## config.mk

```make
export PLATFORM = sky130hd
export DESIGN_NAME = toast_wb_arbiter
export DESIGN_NICKNAME = d
export VERILOG_FILES = /design/src/rtl/toast_def_pkg.sv /design/src/rtl/toast_scoreboard.sv /design/src/rtl/toast_wb_arbiter.sv
export SDC_FILE = /design/constraint.sdc
export NUM_CORES = 1
export LEC_CHECK = 0
export ABC_AREA = 1
export CAP_MARGIN = 20
export CORE_MARGIN = 2
export CORE_UTILIZATION = 45
export CTS_CLUSTER_SIZE = 8
export DETAILED_ROUTE_END_ITERATION = 10
export PLACE_DENSITY = 0.82
export SYNTH_ARGS = -nofsm -noshare
export SYNTH_HDL_FRONTEND = slang
export SYNTH_SLANG_ARGS = --single-unit
```

## constraint.sdc

```tcl
create_clock -name clk_i -period 5.4 [get_ports clk_i]
set_input_delay 1.35 -clock clk_i [delete_from_list [all_inputs] [get_ports clk_i]]
set_output_delay 1.35 -clock clk_i [all_outputs]
set_load 0.1 [all_outputs]
```

## src/rtl/toast_def_pkg.sv

```systemverilog
// Shared definitions for the writeback arbiter: FSM state encoding and
// the default starvation threshold.
package toast_def_pkg;

  typedef enum logic {
    P_PRIO = 1'b0,
    M_PRIO = 1'b1
  } arb_state_e;

  localparam int STARVE_LIMIT_DEF = 4;

  // Bits needed to hold 0..limit-1 (at least one bit).
  function automatic int starve_cnt_width(input int limit);
    return (limit <= 2) ? 1 : $clog2(limit);
  endfunction

endpackage

```

## src/rtl/toast_scoreboard.sv

```systemverilog
// Pending-write scoreboard: one bit per architectural register, set on issue,
// cleared on multi-cycle writeback, with two combinational read ports.
module toast_scoreboard #(
  parameter int REGFILE_ADDR_WIDTH = 5,
  parameter int REGFILE_DEPTH      = 32
) (
  input  logic                          clk_i,
  input  logic                          resetn_i,
  input  logic                          set_en_i,
  input  logic [REGFILE_ADDR_WIDTH-1:0] set_addr_i,
  input  logic                          clr_en_i,
  input  logic [REGFILE_ADDR_WIDTH-1:0] clr_addr_i,
  input  logic [REGFILE_ADDR_WIDTH-1:0] rs1_addr_i,
  input  logic [REGFILE_ADDR_WIDTH-1:0] rs2_addr_i,
  output logic                          rs1_busy_o,
  output logic                          rs2_busy_o
);

  // Spans the whole address space so lookups index it directly; x0 and
  // addresses beyond the register file are tied to zero.
  localparam int SPAN = 1 << REGFILE_ADDR_WIDTH;

  logic [SPAN-1:0] pending;

  generate
    for (genvar gi = 0; gi < SPAN; gi++) begin : g_bit
      if (gi == 0 || gi >= REGFILE_DEPTH) begin : g_tied
        assign pending[gi] = 1'b0;
      end else begin : g_flop
        logic bit_reg;
        logic set_hit;
        logic clr_hit;

        assign set_hit = set_en_i && (set_addr_i == REGFILE_ADDR_WIDTH'(gi));
        assign clr_hit = clr_en_i && (clr_addr_i == REGFILE_ADDR_WIDTH'(gi));

        // A new issue outranks the retiring writeback of the same register.
        always_ff @(posedge clk_i or negedge resetn_i) begin
          if (!resetn_i) begin
            bit_reg <= 1'b0;
          end else if (set_hit) begin
            bit_reg <= 1'b1;
          end else if (clr_hit) begin
            bit_reg <= 1'b0;
          end
        end

        assign pending[gi] = bit_reg;
      end
    end
  endgenerate

  assign rs1_busy_o = pending[rs1_addr_i];
  assign rs2_busy_o = pending[rs2_addr_i];

endmodule

```

## src/rtl/toast_wb_arbiter.sv

```systemverilog
// Writeback arbiter: shares one register-file write port between the pipeline
// (P) and a multi-cycle unit (M), with starvation relief for M.
module toast_wb_arbiter
  import toast_def_pkg::*;
#(
  parameter int REG_DATA_WIDTH     = 32,
  parameter int REGFILE_ADDR_WIDTH = 5,
  parameter int REGFILE_DEPTH      = 32,
  parameter int STARVE_LIMIT       = STARVE_LIMIT_DEF
) (
  input  logic                          clk_i,
  input  logic                          resetn_i,
  input  logic                          p_valid_i,
  output logic                          p_ready_o,
  input  logic [REGFILE_ADDR_WIDTH-1:0] p_rd_addr_i,
  input  logic [REG_DATA_WIDTH-1:0]     p_rd_data_i,
  input  logic                          m_valid_i,
  output logic                          m_ready_o,
  input  logic [REGFILE_ADDR_WIDTH-1:0] m_rd_addr_i,
  input  logic [REG_DATA_WIDTH-1:0]     m_rd_data_i,
  input  logic                          issue_en_i,
  input  logic [REGFILE_ADDR_WIDTH-1:0] issue_rd_i,
  input  logic [REGFILE_ADDR_WIDTH-1:0] rs1_addr_i,
  input  logic [REGFILE_ADDR_WIDTH-1:0] rs2_addr_i,
  output logic                          rs1_busy_o,
  output logic                          rs2_busy_o,
  output logic                          rd_wr_en_o,
  output logic [REGFILE_ADDR_WIDTH-1:0] rd_addr_o,
  output logic [REG_DATA_WIDTH-1:0]     rd_wr_data_o
);

  localparam int CW = starve_cnt_width(STARVE_LIMIT);
  localparam logic [CW-1:0] CNT_MAX = CW'(STARVE_LIMIT - 1);

  arb_state_e                    state_reg, state_next;
  logic [CW-1:0]                 cnt_reg, cnt_next;
  logic                          p_ready, m_ready;
  logic                          p_xfer, m_xfer;
  logic                          wr_en_next;
  logic [REGFILE_ADDR_WIDTH-1:0] wr_addr_next;
  logic [REG_DATA_WIDTH-1:0]     wr_data_next;

  always_ff @(posedge clk_i or negedge resetn_i) begin
    if (!resetn_i) begin
      state_reg <= P_PRIO;
      cnt_reg   <= '0;
    end else begin
      state_reg <= state_next;
      cnt_reg   <= cnt_next;
    end
  end

  always_comb begin
    state_next = state_reg;
    cnt_next   = cnt_reg;
    p_ready    = 1'b0;
    m_ready    = 1'b0;
    p_xfer     = 1'b0;
    m_xfer     = 1'b0;
    case (state_reg)
      P_PRIO: begin
        p_ready = 1'b1;
        m_ready = !p_valid_i;
        p_xfer  = p_valid_i;
        m_xfer  = m_valid_i && !p_valid_i;
        if (!m_valid_i || m_xfer) begin
          cnt_next = '0;
        end else if (cnt_reg == CNT_MAX) begin
          // M refused once more at the limit: give it the port next cycle.
          state_next = M_PRIO;
        end else begin
          cnt_next = cnt_reg + 1'b1;
        end
      end
      M_PRIO: begin
        m_ready = 1'b1;
        m_xfer  = m_valid_i;
        // Either M is served now or it withdrew; both return control to P.
        state_next = P_PRIO;
        cnt_next   = '0;
      end
      default: begin
        state_next = P_PRIO;
        cnt_next   = '0;
      end
    endcase
  end

  assign p_ready_o = p_ready;
  assign m_ready_o = m_ready;

  // At most one of p_xfer/m_xfer is ever set; x0 writes are swallowed here.
  always_comb begin
    wr_addr_next = m_xfer ? m_rd_addr_i : p_rd_addr_i;
    wr_data_next = m_xfer ? m_rd_data_i : p_rd_data_i;
    wr_en_next   = (p_xfer || m_xfer) && (wr_addr_next != '0);
  end

  always_ff @(posedge clk_i or negedge resetn_i) begin
    if (!resetn_i) begin
      rd_wr_en_o   <= 1'b0;
      rd_addr_o    <= '0;
      rd_wr_data_o <= '0;
    end else begin
      rd_wr_en_o <= wr_en_next;
      if (wr_en_next) begin
        rd_addr_o    <= wr_addr_next;
        rd_wr_data_o <= wr_data_next;
      end
    end
  end

  toast_scoreboard #(
    .REGFILE_ADDR_WIDTH(REGFILE_ADDR_WIDTH),
    .REGFILE_DEPTH     (REGFILE_DEPTH)
  ) u_scoreboard (
    .clk_i     (clk_i),
    .resetn_i  (resetn_i),
    .set_en_i  (issue_en_i),
    .set_addr_i(issue_rd_i),
    .clr_en_i  (m_xfer),
    .clr_addr_i(m_rd_addr_i),
    .rs1_addr_i(rs1_addr_i),
    .rs2_addr_i(rs2_addr_i),
    .rs1_busy_o(rs1_busy_o),
    .rs2_busy_o(rs2_busy_o)
  );

endmodule

```

==> results of run 1 <==
area by class of cell:
| cell class | instances | area (µm²) |
|---|---|---|
| Clock inverter | 6 | 35.0 |
| Sequential cell | 72 | 1800 |
| Tap cell | 129 | 161 |
| Fill cell | 814 | 3360 |
| Clock buffer | 10 | 138 |
| Multi-Input combinational cell | 511 | 2160 |
| Timing Repair Buffer | 143 | 1420 |
| Inverter | 42 | 158 |
synth_stat cells:
master / instances / share of area
nand3_1: 123 / 0.14
buf_4: 3 / 0.0053
a21oi_1: 1 / 0.0012
nand2_2: 3 / 0.0044
xor2_1: 1 / 0.0020
inv_2: 2 / 0.0018
buf_1: 5 / 0.0044
dfrtp_1: 72 / 0.42
inv_1: 40 / 0.035
o211ai_1: 2 / 0.0035
o21ai_0: 31 / 0.036
nand2_1: 316 / 0.28
ha_1: 1 / 0.0029
nand3b_1: 1 / 0.0018
buf_6: 2 / 0.0053
buf_2: 8 / 0.0094
o21bai_2: 1 / 0.0026
o31ai_1: 1 / 0.0018
nor2_1: 29 / 0.025
clkbuf_1: 15 / 0.013
or2_2: 1 / 0.0015
metrics by stage:
stage                     instance area (µm²)   util  instances  setup slack (ns)
final                                    5880  0.636        913             0.973
after floorplan                          4280      -        658              1.23
after detailed placement                 5700  0.617        897             0.988
after global placement                   5700  0.617        897              1.02
after CTS                                5880  0.636        913             0.974
after global routing                     5880  0.636        913             0.720
path summary, 6_finish.rpt:
path,start,end,depth (start not counted)
max in group asynchronous,resetn_i,rd_addr_o[1]$_DFFE_PN0P_,2
worst max register to register,state_reg$_DFF_PN0_,rd_wr_data_o[7]$_DFFE_PN0P_,10
worst min register to register,rd_wr_data_o[25]$_DFFE_PN0P_,rd_wr_data_o[25]$_DFFE_PN0P_,2
min in group asynchronous,resetn_i,rd_wr_en_o$_DFF_PN0_,1
worst max-delay path,rs1_addr_i[0],rs1_busy_o,12
worst min-delay path,rd_wr_data_o[25]$_DFFE_PN0P_,rd_wr_data_o[25]$_DFFE_PN0P_,2
worst max-delay path, stage by stage:
cell and delay (ns):
clkdlybuf4s50_1 0.40, buf_4 0.19, inv_1 0.32, nand2_1 0.13
nand3_1 0.10, nand3_1 0.07, nand2_1 0.07, nand2_1 0.04
nand2_1 0.07, nand2_1 0.05, nand2_1 0.10, buf_12 0.18
cells by family after synthesis:
family | Yosys count | synth area share
AND/OR/NAND/NOR | 473 | 0.454
buffers and inverters | 75 | 0.0743
AO/OA/AOI/OAI | 36 | 0.0453
XOR/XNOR | 1 | 0.00205
adder cells (fa/ha/maj) | 1 | 0.00292
flip-flops | 72 | 0.421
layer usage:
layer  wire (µm)  part of all wire  vias to the layer above
met4         471             0.035                        0
met3         953             0.071                       30
li1            -                 -                     2319
met1        5230              0.39                     2149
met2        6760              0.50                      172
met5           0                 0                        -
power breakdown:
group	internal (mW)	switching (mW)	leakage (nW)
registers	0.627	0.0837	0.869
clock network	0.176	0.195	0.0878
logic	0.209	0.472	1.99
total	1.01	0.751	2.95
==> results.cfg, run 1 <==
[floorplan]
start_util = 0.463
die_h_um = 102
rows = 35
die_w_um = 102
core_area_um2 = 9240
ios = 136
die-area_um2 = 10300

[power_and_ir_drop]
peakVddDrop_v = 0.000188
leakagePower_nw = 2.95
p_per_area_nw_per_um2 = 300
finalPower_mw = 1.76

[final_layout]
final_nets = 874
area_delta_synth_final_pct = 37.4
drive_above_1_share = 0.0446
final_common_cell = nand2_1
final_cell_mix = nand2_1, clkdlybuf4s50_1, nand3_1
diodes = 0
largest_reg_flops = 32

[synthesis]
ys_seq_area_frac = 0.421
syn_nets = 753
synth_seq_cells = 72
avgSynthCellArea_um2 = 6.50
synth_cells = 658
yosysWarnings = 0
synth_area_um2 = 4280
synth_cell_types = 21

[timing]
setup_violations = 0
worst_pin_slew_ns = 1.10
min_period_ns = 4.43
fin_worst_skew_ns = 0.00444
min_period_over_period = 0.820
fin_setup_tns_ns = 0
relSlewSlack = 0.265
hold_viol = 0
fmax_mhz = 226
grt_setup_unrepaired = false
hold_ws_ns = 0.471
drv_slew = 0

[detailed_routing]
drt-initial-drc-count = 309
vias = 4670
routedWlPerCell_um = 14.7
drt_pass1_iterations = 5
via_per_inst = 5.12
postRouteAntennaNets = 0
drt-total-wl_um = 13400
drc = 0

[grt]
busiest_layer = met2
antenna_found_initial = 0
grt_use_total = 0.272
grt_pass1_wl_um = 21900
met3_usage = 0.0738
gr-total-overflow = 0
grt_max_degree = 43
met2_usage = 0.470
met1_usage = 0.319
grt_pass1_vias = 4577

[setup_path]
critical_path.max_fanout = 18
arrival_ns = 3.08
crit_type = primary input to primary output
rrSetupSlack_ns = 2.73
crit_path_end_kind = primary output
start_kind = primary input
cp.required_ns = 4.05

[cts]
ctsHoldBuffers = 0
cts_tree = built
post_cts_buffers = 0
clockBufferDepth = 2
cts_htree_levels = 3
numCtsBuffers = 9
cts-root-buf = clkbuf_8
clock_latency_ns = 0.35
path_clk_slew_ns = 0.07
cts_sinks = 72
cts_resized = 0

[place]
place_hpwl_um = 10400
port_buffers = 135
routabilityCongestion = 1.04

[worst_hold_path]
hold_class = flip-flop to flip-flop

[job]
max_cap_violations = 0

[status]
status = completed
Power figures use the tool's default switching activity.
==> inputs of run 2 (changes only) <==
==> constraint.sdc (replaced) <==
create_clock -name clk_i -period 4.4 [get_ports clk_i]
set_input_delay 1.1 -clock clk_i [delete_from_list [all_inputs] [get_ports clk_i]]
set_output_delay 1.1 -clock clk_i [all_outputs]
set_load 0.1 [all_outputs]
==> run 2 against run 1 <==
Effect of this change: sequential power rose by 24%; first-iteration DRC count grew 23%; largest power group unchanged; clock power rose by 72%; critical path type unchanged; combinational power is 22% higher; largest cell class unchanged; non-clock buffer count did not move; critical endpoint unchanged; die area unchanged; clock skew rose by 0.0014 ns; routed wire length grew 1.4%.
==> results.cfg, run 2 (synthesized netlist as in run 1, its figures left out) <==
[timing]
worst_pin_slew_ns = 1.03
setup_violations = 0
drv_slew = 0
hold_viol = 0
fmax_mhz = 263
grt_setup_unrepaired = false
min_period_ns = 3.80
relSlewSlack = 0.310
layout_setup_ws_ns = 0.601
fin_setup_tns_ns = 0
min_period_over_period = 0.863
fin_worst_skew_ns = 0.00580

[cts]
cts_sinks = 72
path_clk_slew_ns = 0.07
post_cts_buffers = 0
cts_resized = 0
clock_latency_ns = 0.35
cts_htree_levels = 3
cts_tree = built
ctsHoldBuffers = 0
numCtsBuffers = 9
cts-root-buf = clkbuf_8
clockBufferDepth = 2

[setup_path]
r2r-start = state_reg$_DFF_PN0_
cp.required_ns = 3.30
cp-endpoint = rs1_busy_o
path_cells = clkdlybuf4s50_1, inv_1, nand3_1, nand3_1, nand2_1, nand2_1, nand2_1, nand2_1, nand2_1, buf_12
crit_path_end_kind = primary output
path_depth = 10
arrival_ns = 2.70
r2r_cells = 10
slowest_stage = clkdlybuf4s50_1
crit_start = rs1_addr_i[1]
crit_type = primary input to primary output
cpMostUsedCell = nand2_1
worst_path_dominant_cell_family = buffers and inverters
critPathBufInv = 3
timing.rr.end = rd_wr_data_o[2]$_DFFE_PN0P_
rrSetupSlack_ns = 2.11
start_kind = primary input
critical_path.max_fanout = 9
cpPeakStageDelay_ns = 0.66

[power_and_ir_drop]
leakagePower_nw = 2.99
p_per_area_nw_per_um2 = 394
peakVddDrop_v = 0.000190

[floorplan]
rows = 35
core_area_um2 = 9240
start_util = 0.463
die-area_um2 = 10300
ios = 136
die_w_um = 102
die_h_um = 102

[place]
placed_area_um2 = 5720
dp_slack_ns = 0.607
place_hpwl_um = 10400
routabilityCongestion = 0.926
placed_cells = 897
port_buffers = 135

[final_layout]
largest_reg_flops = 32
final_common_cell = nand2_1
drive_above_1_share = 0.0434
stdcell_count = 913
area_delta_synth_final_pct = 39.3
diodes = 0
final_area_um2 = 5960
final_cell_mix = nand2_1, clkdlybuf4s50_1, nand3_1
final_nets = 874

[grt]
antenna_found_initial = 0
grt_use_total = 0.279
gr-total-overflow = 0
grt_max_degree = 73
grt_pass1_vias = 4669
grt_pass1_wl_um = 22300

[status]
status = completed

[detailed_routing]
routedWlPerCell_um = 14.9
vias = 4721
via_per_inst = 5.17
drt_pass1_iterations = 5
postRouteAntennaNets = 0
drc = 0
drt-total-wl_um = 13600
drt-initial-drc-count = 381

[worst_hold_path]
hp-start = rd_wr_data_o[17]$_DFFE_PN0P_
hold_class = flip-flop to flip-flop

[job]
max_cap_violations = 0
run 2: cell count changes in the layout (fill, tap and decap cells not counted):
cell,before,now
bufinv_16,0,3
clkinv_2,4,1
clkinvlp_4,2,0
buf_12,2,3
buf_4,9,8
clkbuf_1,0,1
clkinv_4,0,1
run 2: worst min path at each step:
stage                                                       end  slack, ns  cells after the start
3_5_place_dp                       rd_wr_data_o[17]$_DFFE_PN0P_       0.46                      2
3_3_place_gp                       rd_wr_data_o[11]$_DFFE_PN0P_       0.45                      2
5_1_grt                            rd_wr_data_o[10]$_DFFE_PN0P_       0.50                      2
4_1_cts                            rd_wr_data_o[17]$_DFFE_PN0P_       0.48                      2
2_1_floorplan  u_scoreboard.g_bit[2].g_flop.bit_reg$_DFFE_PN0P_       0.47                      2
6_report                           rd_wr_data_o[17]$_DFFE_PN0P_       0.47                      2
run 2: layer usage:
| metal | vias up | part of all wire | global-route usage |
|---|---|---|---|
| met2 | 228 | 0.49 | 0.463 |
| met1 | 2130 | 0.37 | 0.319 |
| met5 | - | 0 | 0 |
| met3 | 43 | 0.097 | 0.0945 |
| li1 | 2320 | - | - |
| met4 | 0 | 0.043 | 0.148 |
run 2: power by group:
group          total, mW  internal (mW)  switching, mW
logic              0.832          0.258          0.574
clock network      0.639          0.392          0.247
registers          0.879          0.770          0.110
run 2: layout make-up:
| type | instances | area, µm² |
|---|---|---|
| clock inverters | 5 | 104 |
| inverters | 42 | 158 |
| flip-flops and latches | 72 | 1800 |
| multi-input cells | 511 | 2160 |
| clock buffers | 11 | 141 |
| repair buffers | 143 | 1440 |
| fillers | 837 | 3280 |
| well taps | 129 | 161 |
run 2: per-stage QoR:
step | hold slack (ns) | util | power (mW)
2_1_floorplan | 0.467 | - | 1.41
3_3_place_gp | 0.453 | 0.619 | 1.71
3_5_place_dp | 0.459 | 0.619 | 1.72
4_1_cts | 0.477 | 0.645 | 2.36
5_1_grt | 0.496 | 0.645 | 2.47
6_report | 0.474 | 0.645 | 2.35
run 2: worst min-delay path, cell delays in order, from the launching register on:
cell,delay (ns)
dfrtp_1,0.35
nand2_1,0.05
nand2_1,0.04
==> inputs of run 3 (changes only) <==
--- a/config.mk
+++ b/config.mk
@@ -12,6 +12,7 @@
 export CTS_CLUSTER_SIZE = 8
 export DETAILED_ROUTE_END_ITERATION = 10
 export PLACE_DENSITY = 0.82
+export SKIP_CTS_REPAIR_TIMING = 1
 export SYNTH_ARGS = -nofsm -noshare
 export SYNTH_HDL_FRONTEND = slang
 export SYNTH_SLANG_ARGS = --single-unit
==> results of run 3 <==
Final layout, timing and power as in run 2 (identical DEF).
